[config.mk]
export PLATFORM = sky130hd
export DESIGN_NAME = com_out_frame
export DESIGN_NICKNAME = d
export VERILOG_FILES = /design/src/rtl/com_out_frame.sv
export SDC_FILE = /design/constraint.sdc
export NUM_CORES = 1
export LEC_CHECK = 0
export BUFFER_PORTS_ARGS = -buffer_cell sky130_fd_sc_hd__buf_2
export CAP_MARGIN = 20
export CORE_ASPECT_RATIO = 0.7
export CORE_MARGIN = 8
export CORE_UTILIZATION = 58
export DETAILED_ROUTE_END_ITERATION = 16
export PLACE_DENSITY_LB_ADDON = 0.25
export SKIP_CTS_REPAIR_TIMING = 1
export SYNTH_ARGS = -nofsm -noshare
export SYNTH_HDL_FRONTEND = slang
export SYNTH_SLANG_ARGS = --single-unit
[constraint.sdc]
create_clock -name clk -period 4.36 [get_ports clk]
set_clock_uncertainty 0.05 [all_clocks]
set_input_delay 0.218 -clock clk [delete_from_list [all_inputs] [get_ports clk]]
set_output_delay 0.218 -clock clk [all_outputs]
set_load 0.02 [all_outputs]
[src/rtl/com_out_frame.sv]
// Command frame transmitter: sends cmd, data[7:0], data[15:8], data[23:16] over a valid/ready byte link.
// Defining COM_OUT_CMD_CHECK_EN restricts accepted command codes and enables the err pulse.
module com_out_frame #(
    parameter int unsigned GAP_CYCLES = 2
) (
    input  logic        clk,
    input  logic        rst_n,
    input  logic        send,
    input  logic [7:0]  cmd_in,
    input  logic [23:0] data_in,
    input  logic        tx_ready,
    output logic [7:0]  tx_data,
    output logic        tx_valid,
    output logic        busy,
    output logic        done,
    output logic        err,
    output logic [7:0]  frame_cnt
);

    typedef enum logic [1:0] {
        IDLE = 2'd0,
        SEND = 2'd1,
        GAP  = 2'd2
    } state_t;

    localparam logic [7:0] GAP_LOAD = 8'(GAP_CYCLES);

    state_t      state_q, state_d;
    logic [1:0]  idx_q, idx_d;
    logic [7:0]  gap_cnt_q, gap_cnt_d;
    logic [7:0]  cmd_q, cmd_d;
    logic [23:0] data_q, data_d;
    logic [7:0]  tx_data_q, tx_data_d;
    logic        tx_valid_q, tx_valid_d;
    logic        done_q, done_d;
    logic        err_q, err_d;
    logic [7:0]  frame_cnt_q, frame_cnt_d;

    logic        cmd_ok;
    logic        handshake;
    logic [1:0]  idx_inc;
    logic [7:0]  next_byte;

`ifdef COM_OUT_CMD_CHECK_EN
    assign cmd_ok = cmd_in inside {[8'h01:8'h04], [8'h11:8'h14], 8'h51, 8'h52, 8'h61, 8'h62};
`else
    assign cmd_ok = 1'b1;
`endif

    assign handshake = tx_valid_q & tx_ready;
    assign idx_inc   = idx_q + 2'd1;

    // Byte that follows the one currently indexed by idx_q.
    always_comb begin
        case (idx_inc)
            2'd0:    next_byte = cmd_q;
            2'd1:    next_byte = data_q[7:0];
            2'd2:    next_byte = data_q[15:8];
            default: next_byte = data_q[23:16];
        endcase
    end

    always_comb begin
        state_d     = state_q;
        idx_d       = idx_q;
        gap_cnt_d   = gap_cnt_q;
        cmd_d       = cmd_q;
        data_d      = data_q;
        tx_data_d   = tx_data_q;
        tx_valid_d  = tx_valid_q;
        frame_cnt_d = frame_cnt_q;
        done_d      = 1'b0;
        err_d       = 1'b0;

        case (state_q)
            IDLE: begin
                tx_valid_d = 1'b0;
                if (send) begin
                    if (cmd_ok) begin
                        cmd_d      = cmd_in;
                        data_d     = data_in;
                        idx_d      = '0;
                        tx_data_d  = cmd_in;
                        tx_valid_d = 1'b1;
                        state_d    = SEND;
                    end else begin
                        err_d = 1'b1;
                    end
                end
            end

            SEND: begin
                if (handshake) begin
                    if (idx_q == 2'd3) begin
                        tx_valid_d  = 1'b0;
                        done_d      = 1'b1;
                        frame_cnt_d = frame_cnt_q + 8'd1;
                        idx_d       = '0;
                        state_d     = IDLE;
                    end else if (GAP_CYCLES == 0) begin
                        idx_d     = idx_inc;
                        tx_data_d = next_byte;
                    end else begin
                        tx_valid_d = 1'b0;
                        gap_cnt_d  = GAP_LOAD;
                        state_d    = GAP;
                    end
                end
            end

            GAP: begin
                // Counter holds the remaining idle cycles including the current one.
                if (gap_cnt_q <= 8'd1) begin
                    gap_cnt_d  = '0;
                    idx_d      = idx_inc;
                    tx_data_d  = next_byte;
                    tx_valid_d = 1'b1;
                    state_d    = SEND;
                end else begin
                    gap_cnt_d = gap_cnt_q - 8'd1;
                end
            end

            default: begin
                tx_valid_d = 1'b0;
                idx_d      = '0;
                state_d    = IDLE;
            end
        endcase
    end

    always_ff @(posedge clk or negedge rst_n) begin
        if (!rst_n) begin
            state_q     <= IDLE;
            idx_q       <= '0;
            gap_cnt_q   <= '0;
            cmd_q       <= '0;
            data_q      <= '0;
            tx_data_q   <= '0;
            tx_valid_q  <= 1'b0;
            done_q      <= 1'b0;
            err_q       <= 1'b0;
            frame_cnt_q <= '0;
        end else begin
            state_q     <= state_d;
            idx_q       <= idx_d;
            gap_cnt_q   <= gap_cnt_d;
            cmd_q       <= cmd_d;
            data_q      <= data_d;
            tx_data_q   <= tx_data_d;
            tx_valid_q  <= tx_valid_d;
            done_q      <= done_d;
            err_q       <= err_d;
            frame_cnt_q <= frame_cnt_d;
        end
    end

    assign tx_data   = tx_data_q;
    assign tx_valid  = tx_valid_q;
    assign busy      = (state_q != IDLE);
    assign done      = done_q;
    assign err       = err_q;
    assign frame_cnt = frame_cnt_q;

endmodule
[Yosys cells after proc, flatten, opt, wreduce, memory -nomap -nowiden]
Index checks and enable logic that the tools add are counted.
Operators by class
  multiplexer cells: 25
  bitwise gates (word level): 1
  divide/modulo/power cells: 0
  reductions and logical operators: 12
  magnitude comparators: 1
  shifts and indexed selects: 0
  $add $sub $neg: 3
  multipliers: 0
  equality and inequality tests: 10
Operator list (number)
  $mux 8: 5
  $pmux 8 s2: 2
  $pmux 8 s3: 1
  $mux 2: 8
  $pmux 2 s3: 2
  $reduce_and 3->1: 4
  $ne 2x2->1 const B: 5
  $add 8x1->8 const B: 1
  $le 8x1->1 const B: 1
  $sub 8x1->8 const B: 1
  $eq 2x2->1 const B: 3
  $mux 1: 6
  $reduce_bool 2->1: 3
  $eq 2x1->1 const B: 2
  $logic_not 2->1: 2
  $reduce_and 2->1: 2
  $reduce_and 4->1: 1
  $pmux 1 s3: 1
  $add 2x1->2 const B: 1
  $and 1x1->1: 1
Word-level totals
  input bits: 36
  memory bits (writable): 0
  bits in read-only memories: 0
  latch bits: 0
  bits in registers: 62
  memories kept: 0

[Logic depth before layout (Yosys ltp)]
Gate-level depths: netlist of run 1.
  depth in word-level cells: 5
  gate-level depth with buffers: 7
  mapped depth without buffers: 6

[Least setup slack after synthesis of run 1]
No wires, ideal clock.
  kind: reg2reg
  start point: reg gap_cnt_q[0]
  end point: reg gap_cnt_q[6]
  arrival: 1657 ps
  cell stages (with the launch flop): 7
  buffers on the path: 0
  library setup time: 121 ps
  setup slack: 2533 ps
  cells stage by stage: dfrtp_1 inv_1 ha_1 or3b_1 or3_1 a21o_1 a22o_1
Between the ends
  longest elaborated chain between the ends: 3
Ends and longest elaborated chain
  start, declared: line 30  | logic [7:0] gap_cnt_q, gap_cnt_d;
  start signal, assigned: line 147  | gap_cnt_q <= gap_cnt_d;
  $sub 8x1->8 / $le 8x1->1 (equally long branches): line 120, 113
  $mux 8 *: line 113  | if (gap_cnt_q <= 8'd1) begin
  $pmux 8 s2 *: line 75  | case (state_q)
Mark *: on every way between the ends. The rest lies on a longest branch, timed or not.
A chain may end at the register's enable or synchronous reset.

[Worst setup path after layout of run 1]
  start point: reg state_q[0]
  end point: reg idx_q[0]
Between the ends
  longest elaborated chain between the ends: 3
Ends and longest elaborated chain
  start, declared: line 28  | state_t state_q, state_d;
  start signal, assigned: line 145  | state_q <= state_d;
  $eq 2x1->1, or another cell as far along: line 75
  $ne 2x2->1 (no source line)
  $reduce_and 4->1 (no source line)
  end signal, assigned: line 146  | idx_q <= idx_d;
  end, declared: line 29  | logic [1:0] idx_q, idx_d;
Parallel ways exist; a longest one is shown, timed or not.

==> results of run 1 <==
[where the power goes]
group / switching, mW / leakage, nW / internal, mW / total (mW)
Clock: 0.205 / 0.106 / 0.292 / 0.498
Combinational: 0.490 / 0.729 / 0.375 / 0.865
Sequential: 0.164 / 0.772 / 0.814 / 0.978
Total: 0.859 / 1.61 / 1.48 / 2.34
[logic make-up (layout without fill, tap and decap cells)]
logic type / after synthesis / count (layout) / share of synthesized area, %
compound gates: 70 / 70 / 15.7
xor+xnor: 8 / 8 / 2.44
fa+ha+maj: 8 / 8 / 3.48
buf+inv: 25 / 84 / 3.70
flops: 62 / 62 / 54.0
mux: 29 / 29 / 11.3
other cells: 1 / 1 / 0.130
simple gates: 53 / 53 / 9.31
[cells in the mapped netlist, drive strengths merged (2+ instances only)]
library cell,n
dfrtp,62
mux2,28
a21oi,24
nand2,21
o21ai,17
inv,12
buf,11
a22oi,8
ha,8
a221oi,7
nor2,7
nand3,6
a31oi,5
xnor2,5
nor3,4
nand2b,3
xor2,3
a22o,2
and2,2
clkbuf,2
nand4,2
nor2b,2
or2,2
[final timing paths]
path | cells past startpoint | slack (ns) | endpoint | startpoint
setup / recovery | 4 | 2.01 | idx_q[0]$_DFFE_PN0P_ | state_q[0]$_DFFE_PN0P_
hold / removal | 2 | -0.02 | data_q[22]$_DFFE_PN0P_ | rst_n
setup reg to reg | 4 | 2.01 | idx_q[0]$_DFFE_PN0P_ | state_q[0]$_DFFE_PN0P_
hold reg to reg | 1 | 0.42 | frame_cnt[7]$_DFFE_PN0P_ | frame_cnt[7]$_DFFE_PN0P_
max in group asynchronous | 2 | 3.77 | data_q[0]$_DFFE_PN0P_ | rst_n
min in group clk | 3 | 0.03 | data_q[21]$_DFFE_PN0P_ | data_in[21]
[final cells by class]
class	instances	area, sq um
Clock inverter	4	45.0
Sequential cell	62	1550
Inverter	12	45.0
Clock buffer	12	155
Tap cell	69	86.3
Fill cell	373	1390
Multi-Input combinational cell	169	1220
Timing Repair Buffer	56	285
[flip-flops by register name, summed over array words and instances (netlist names)]
| register | flops |
|---|---|
| data_q | 24 |
| cmd_q | 8 |
| frame_cnt | 8 |
| gap_cnt_q | 8 |
| tx_data | 8 |
| idx_q | 2 |
| state_q | 2 |
| done | 1 |
| tx_valid | 1 |
[routing by layer]
layer	global-route usage [%]	vias to the layer above	wire (um)
li1	-	1028	-
met3	8.31	7	462
met2	25.8	56	2680
met1	22.3	1016	2820
met4	4.50	0	55
met5	0	-	0
==> results.py, run 1 <==
metrics = {
    "sta": {
        "whs_ns": -0.0190,
        "relSlewSlack_pct": 41.8,
        "rsz0062_at_grt": "no",
        "fin_crit_sh_pct": 54.0,
        "setup_violations": 0,
        "tightest_slew_ns": 0.872,
        "layout_min_cycle_time_ns": 2.35,
        "drv_slew": 0,
        "fmax_mhz": 425,
        "finalWorstSetupSlack_ns": 2.01,
        "hold_viol": 16,
        "setup_tns_ns": 0,
    },
    "synthesis": {
        "synth_edf_count": 0,
        "ys_seq_area_share_pct": 54.0,
        "avgSynthCellArea_sq_um": 11.2,
        "synth.distinct_cells": 43,
        "synth_area_leader_cell": "dfrtp_1",
        "ys_warn_count": 0,
        "syn_nets": 300,
        "synth_flop_cell": "dfrtp_1",
        "synthArstFlopShare_pct": 100,
        "synth_seq_cells": 62,
        "synth_area_leaders": "dfrtp_1, mux2_2, a21oi_1",
        "synth_top_area_share_pct": 54.0,
        "synth.cell_area_sq_um": 2880,
        "postSynthCellCount": 256,
    },
    "layout": {
        "stdcell_count": 384,
        "fin_nets": 354,
        "drive_gt1_share_pct": 33.3,
        "stdcell_area_sq_um": 3390,
        "area_growth_pct": 18.0,
        "final_cell_mix": "dfrtp_1, buf_2, mux2_2, a21oi_1, nand2_1",
        "layout.cells.most_common": "dfrtp_1",
        "diodes": 0,
        "post-route-util_pct": 70.9,
    },
    "worst_setup_path": {
        "startpoint_type": "register",
        "max_stage_delay_ns": 0.70,
        "path_cells": "nand2b_1, a31oi_2, a21oi_2, mux2_1",
        "crit_family": "compound AO/OA/AOI/OAI gates",
        "arrival_ns": 2.52,
        "cp_max_fo": 21,
        "cp.required_ns": 4.52,
        "crit_path_end_kind": "register",
        "critical_path_buf_inv_count": 0,
        "cp_slowest_cell": "a31oi_2",
        "path_class": "register to register",
    },
    "placed_design": {
        "portBuffers": 54,
        "dp_hpwl_um": 4340,
        "place_congestion": 0.775,
        "numPlacedInstances": 368,
        "dp_worst_setup_slack_ns": 2.00,
        "placed_area_sq_um": 3190,
    },
    "power_and_ir_drop": {
        "p_per_area_nw_per_um2": 690,
        "power.leakage_nw": 1.61,
        "peakVddDrop_mv": 0.339,
        "p_total_mw": 2.34,
    },
    "clocking": {
        "clkTransAtPathRegs_ns": 0.06,
        "clk_latency_ns": 0.33,
        "cts_root_buffer": "clkbuf_8",
        "cts_tree": "built",
        "htreeDepth": 3,
        "clock-sinks": 62,
        "cts_buffer_depth": 2,
        "numCtsBuffers": 9,
    },
    "drt": {
        "dr.pass1.iters": 4,
        "wl_per_cell_um": 15.7,
        "drt-total-wl_um": 6010,
        "drt-initial-drc-count": 161,
        "ant_nets": 0,
        "vias_per_cell": 5.49,
        "vias": 2107,
        "route.detailed.drc": 0,
    },
    "die": {
        "rows": 21,
        "die_w_um": 100,
        "coreArea_sq_um": 4780,
        "die_h_um": 74.9,
        "initial_utilization_pct": 60.1,
        "io_pins": 56,
        "die-area_sq_um": 7500,
    },
    "outcome": {
        "violations": "negative hold slack",
        "status": "complete, but fails checks",
    },
    "grt": {
        "grt-ovfl-total": 0,
        "grt_usage_pct": 17.4,
        "grt_pass1_wl_um": 9980,
        "first_global_vias": 2057,
        "antenna_found_initial": 0,
        "grt_max_degree": 63,
    },
    "worst_hold_path": {
        "worstHoldPathType": "primary input to asynchronous set/reset pin",
    },
    "flow_run": {
        "cap_viol_max_count": 0,
    },
}
Note: power is estimated with default switching activity, not from simulation.
==> inputs of run 2 (changes only) <==
--- a/config.mk
+++ b/config.mk
@@ -9,7 +9,7 @@
 export CAP_MARGIN = 20
 export CORE_ASPECT_RATIO = 0.7
 export CORE_MARGIN = 8
-export CORE_UTILIZATION = 58
+export CORE_UTILIZATION = 55
 export DETAILED_ROUTE_END_ITERATION = 16
 export PLACE_DENSITY_LB_ADDON = 0.25
 export SKIP_CTS_REPAIR_TIMING = 1
==> constraint.sdc (replaced) <==
create_clock -name clk -period 2.5 [get_ports clk]
set_clock_uncertainty 0.05 [all_clocks]
set_input_delay 0.125 -clock clk [delete_from_list [all_inputs] [get_ports clk]]
set_output_delay 0.125 -clock clk [all_outputs]
set_load 0.02 [all_outputs]
==> run 2 against run 1 <==
Net effect: the run now ends clean; design area rose by 9.9%; hold slack improved by 0.12 ns; count of clock-buffer cells in the layout rose by 2; flip-flop and latch count did not move; sequential power rose by 76%; setup slack got worse by 1.4 ns; wire length rose by 13%; largest cell class unchanged.
==> results.py, run 2 (synthesis results as in run 1) <==
metrics = {
    "outcome": {
        "status": "complete, no violations",
    },
    "placed_design": {
        "dp_hpwl_um": 4380,
        "portBuffers": 54,
        "place_congestion": 0.797,
    },
    "sta": {
        "setup_violations": 0,
        "rsz0062_at_grt": "no",
        "relSlewSlack_pct": 48.8,
        "hold_viol": 0,
        "setup_tns_ns": 0,
        "fmax_mhz": 515,
        "layout_min_cycle_time_ns": 1.94,
        "drv_slew": 0,
        "tightest_slew_ns": 0.768,
        "fin_crit_sh_pct": 77.6,
    },
    "die": {
        "die-area_sq_um": 7830,
        "initial_utilization_pct": 55.9,
        "die_w_um": 102,
        "coreArea_sq_um": 5150,
        "io_pins": 56,
        "rows": 22,
        "die_h_um": 76.5,
    },
    "worst_setup_path": {
        "cp_slowest_cell": "dfrtp_1",
        "max_stage_delay_ns": 0.39,
        "r2r-start": "gap_cnt_q[1]$_DFFE_PN0P_",
        "arrival_ns": 2.11,
        "r2r_slack_ns": 0.56,
        "cp_max_fo": 5,
        "path_cells": "inv_1, ha_1, or3b_1, or3_1, a21o_1, a22o_1",
        "r2r_end": "gap_cnt_q[6]$_DFFE_PN0P_",
        "crit_path_end_kind": "register",
        "rr_worst_depth": 6,
        "cp.required_ns": 2.67,
        "path_class": "register to register",
        "startpoint_type": "register",
    },
    "clocking": {
        "cts_root_buffer": "clkbuf_8",
        "htreeDepth": 3,
        "cts_tree": "built",
        "clkTransAtPathRegs_ns": 0.06,
        "numCtsBuffers": 9,
        "clk_latency_ns": 0.33,
        "cts_buffer_depth": 2,
        "clock-sinks": 62,
    },
    "worst_hold_path": {
        "min_path_cells": 3,
        "worstHoldStart": "send",
        "worstHoldPathType": "primary input to register",
        "hold_path_end": "state_q[1]$_DFFE_PN0P_",
    },
    "drt": {
        "drt-total-wl_um": 6810,
        "dr.pass1.iters": 4,
        "route.detailed.drc": 0,
        "vias_per_cell": 5.34,
        "ant_nets": 0,
        "vias": 2252,
        "drt-initial-drc-count": 131,
        "wl_per_cell_um": 16.1,
    },
    "grt": {
        "grt.met1_usage_pct": 24.8,
        "grt_usage_pct": 17.2,
        "grt-ovfl-total": 0,
        "met3_usage_pct": 6.84,
        "first_global_vias": 2142,
        "grt_pass1_wl_um": 10500,
        "busiest_layer": "met1",
        "use_met2_pct": 22.9,
        "antenna_found_initial": 0,
        "grt_max_degree": 63,
    },
    "power_and_ir_drop": {
        "switching_share_pct": 37.3,
        "internal_power_mw": 2.56,
        "peakVddDrop_mv": 0.675,
        "pwr-share-comb_pct": 39.1,
        "clockPowerShare_pct": 18.7,
        "p_switching_mw": 1.52,
        "power.leakage_nw": 1.74,
        "p_per_area_nw_per_um2": 1090,
        "power_frac_seq_pct": 42.1,
    },
    "flow_run": {
        "cap_viol_max_count": 0,
    },
    "layout": {
        "diodes": 0,
        "fin_nets": 390,
        "area_growth_pct": 29.7,
        "top_register": "data_q",
        "post-route-util_pct": 72.4,
        "drive_gt1_share_pct": 30.0,
        "layout.cells.most_common": "dfrtp_1",
        "final_cell_mix": "dfrtp_1, buf_2, dlygate4sd3_1, mux2_2, a21oi_1",
        "largest_reg_flops": 24,
    },
}
==> run 2: cell count changes in the layout (fill, tap and decap cells not counted) <==
cell	before	now
dlygate4sd3_1	0	33
buf_4	2	4
clkbuf_1	1	3
clkinv_2	3	1
buf_12	0	1
bufinv_16	1	0
==> run 2: worst max-delay path: cells and delay by family, from the launching register on <==
kind | cells | cell delay (ns)
and+or+nand+nor | 2 | 0.71
DFF | 1 | 0.39
AOI/OAI and AO/OA | 2 | 0.35
buffers and inverters | 1 | 0.10
adders and majority gates | 1 | 0.22
==> run 2: routing by layer <==
metal	routed length, um	share of wire, %
met1	3190	47
met2	3080	45
met3	484	7.1
met4	59	0.87
met5	0	0
==> run 2: final cells by class <==
class	count	area (sq um)
clock buffer	14	163
multi-input combinational	169	1220
inverter	12	45.0
fill	392	1420
timing repair buffer	92	651
sequential	62	1550
tap	72	90.1
clock inverter	1	5.00
==> run 2: how the worst max path moves through the flow <==
stage	from	endpoint	slack (ns)	depth (start not counted)
global route	gap_cnt_q[1]$_DFFE_PN0P_	gap_cnt_q[6]$_DFFE_PN0P_	0.43	6
detailed placement	gap_cnt_q[1]$_DFFE_PN0P_	gap_cnt_q[6]$_DFFE_PN0P_	0.58	6
finish	gap_cnt_q[1]$_DFFE_PN0P_	gap_cnt_q[6]$_DFFE_PN0P_	0.56	6
CTS	gap_cnt_q[1]$_DFFE_PN0P_	gap_cnt_q[6]$_DFFE_PN0P_	0.56	6
global placement	gap_cnt_q[0]$_DFFE_PN0P_	gap_cnt_q[6]$_DFFE_PN0P_	0.63	6
floorplan	gap_cnt_q[0]$_DFFE_PN0P_	gap_cnt_q[6]$_DFFE_PN0P_	0.67	6
==> run 2: power groups by stage <==
stage | Clock (mW) | Sequential (mW) | Combinational (mW)
final | 0.764 | 1.72 | 1.60
after global routing | 0.838 | 1.76 | 1.76
after CTS | 0.782 | 1.71 | 1.56
after detailed placement | 0 | 1.72 | 1.54
after global placement | 0 | 1.71 | 1.51
after floorplan | 0 | 1.73 | 1.06
==> run 2: stage by stage <==
| stage | setup slack [ns] | total power [mW] | area [sq um] | hold slack [ns] | instances |
|---|---|---|---|---|---|
| detailed placement | 0.578 | 3.27 | 3230 | 0.282 | 374 |
| CTS | 0.562 | 4.05 | 3400 | -0.0807 | 389 |
| global route | 0.430 | 4.36 | 3730 | 0.0887 | 422 |
| floorplan | 0.673 | 2.79 | 2880 | -0.221 | 256 |
| finish | 0.560 | 4.08 | 3730 | 0.0983 | 422 |
| global placement | 0.629 | 3.21 | 3230 | 0.276 | 374 |
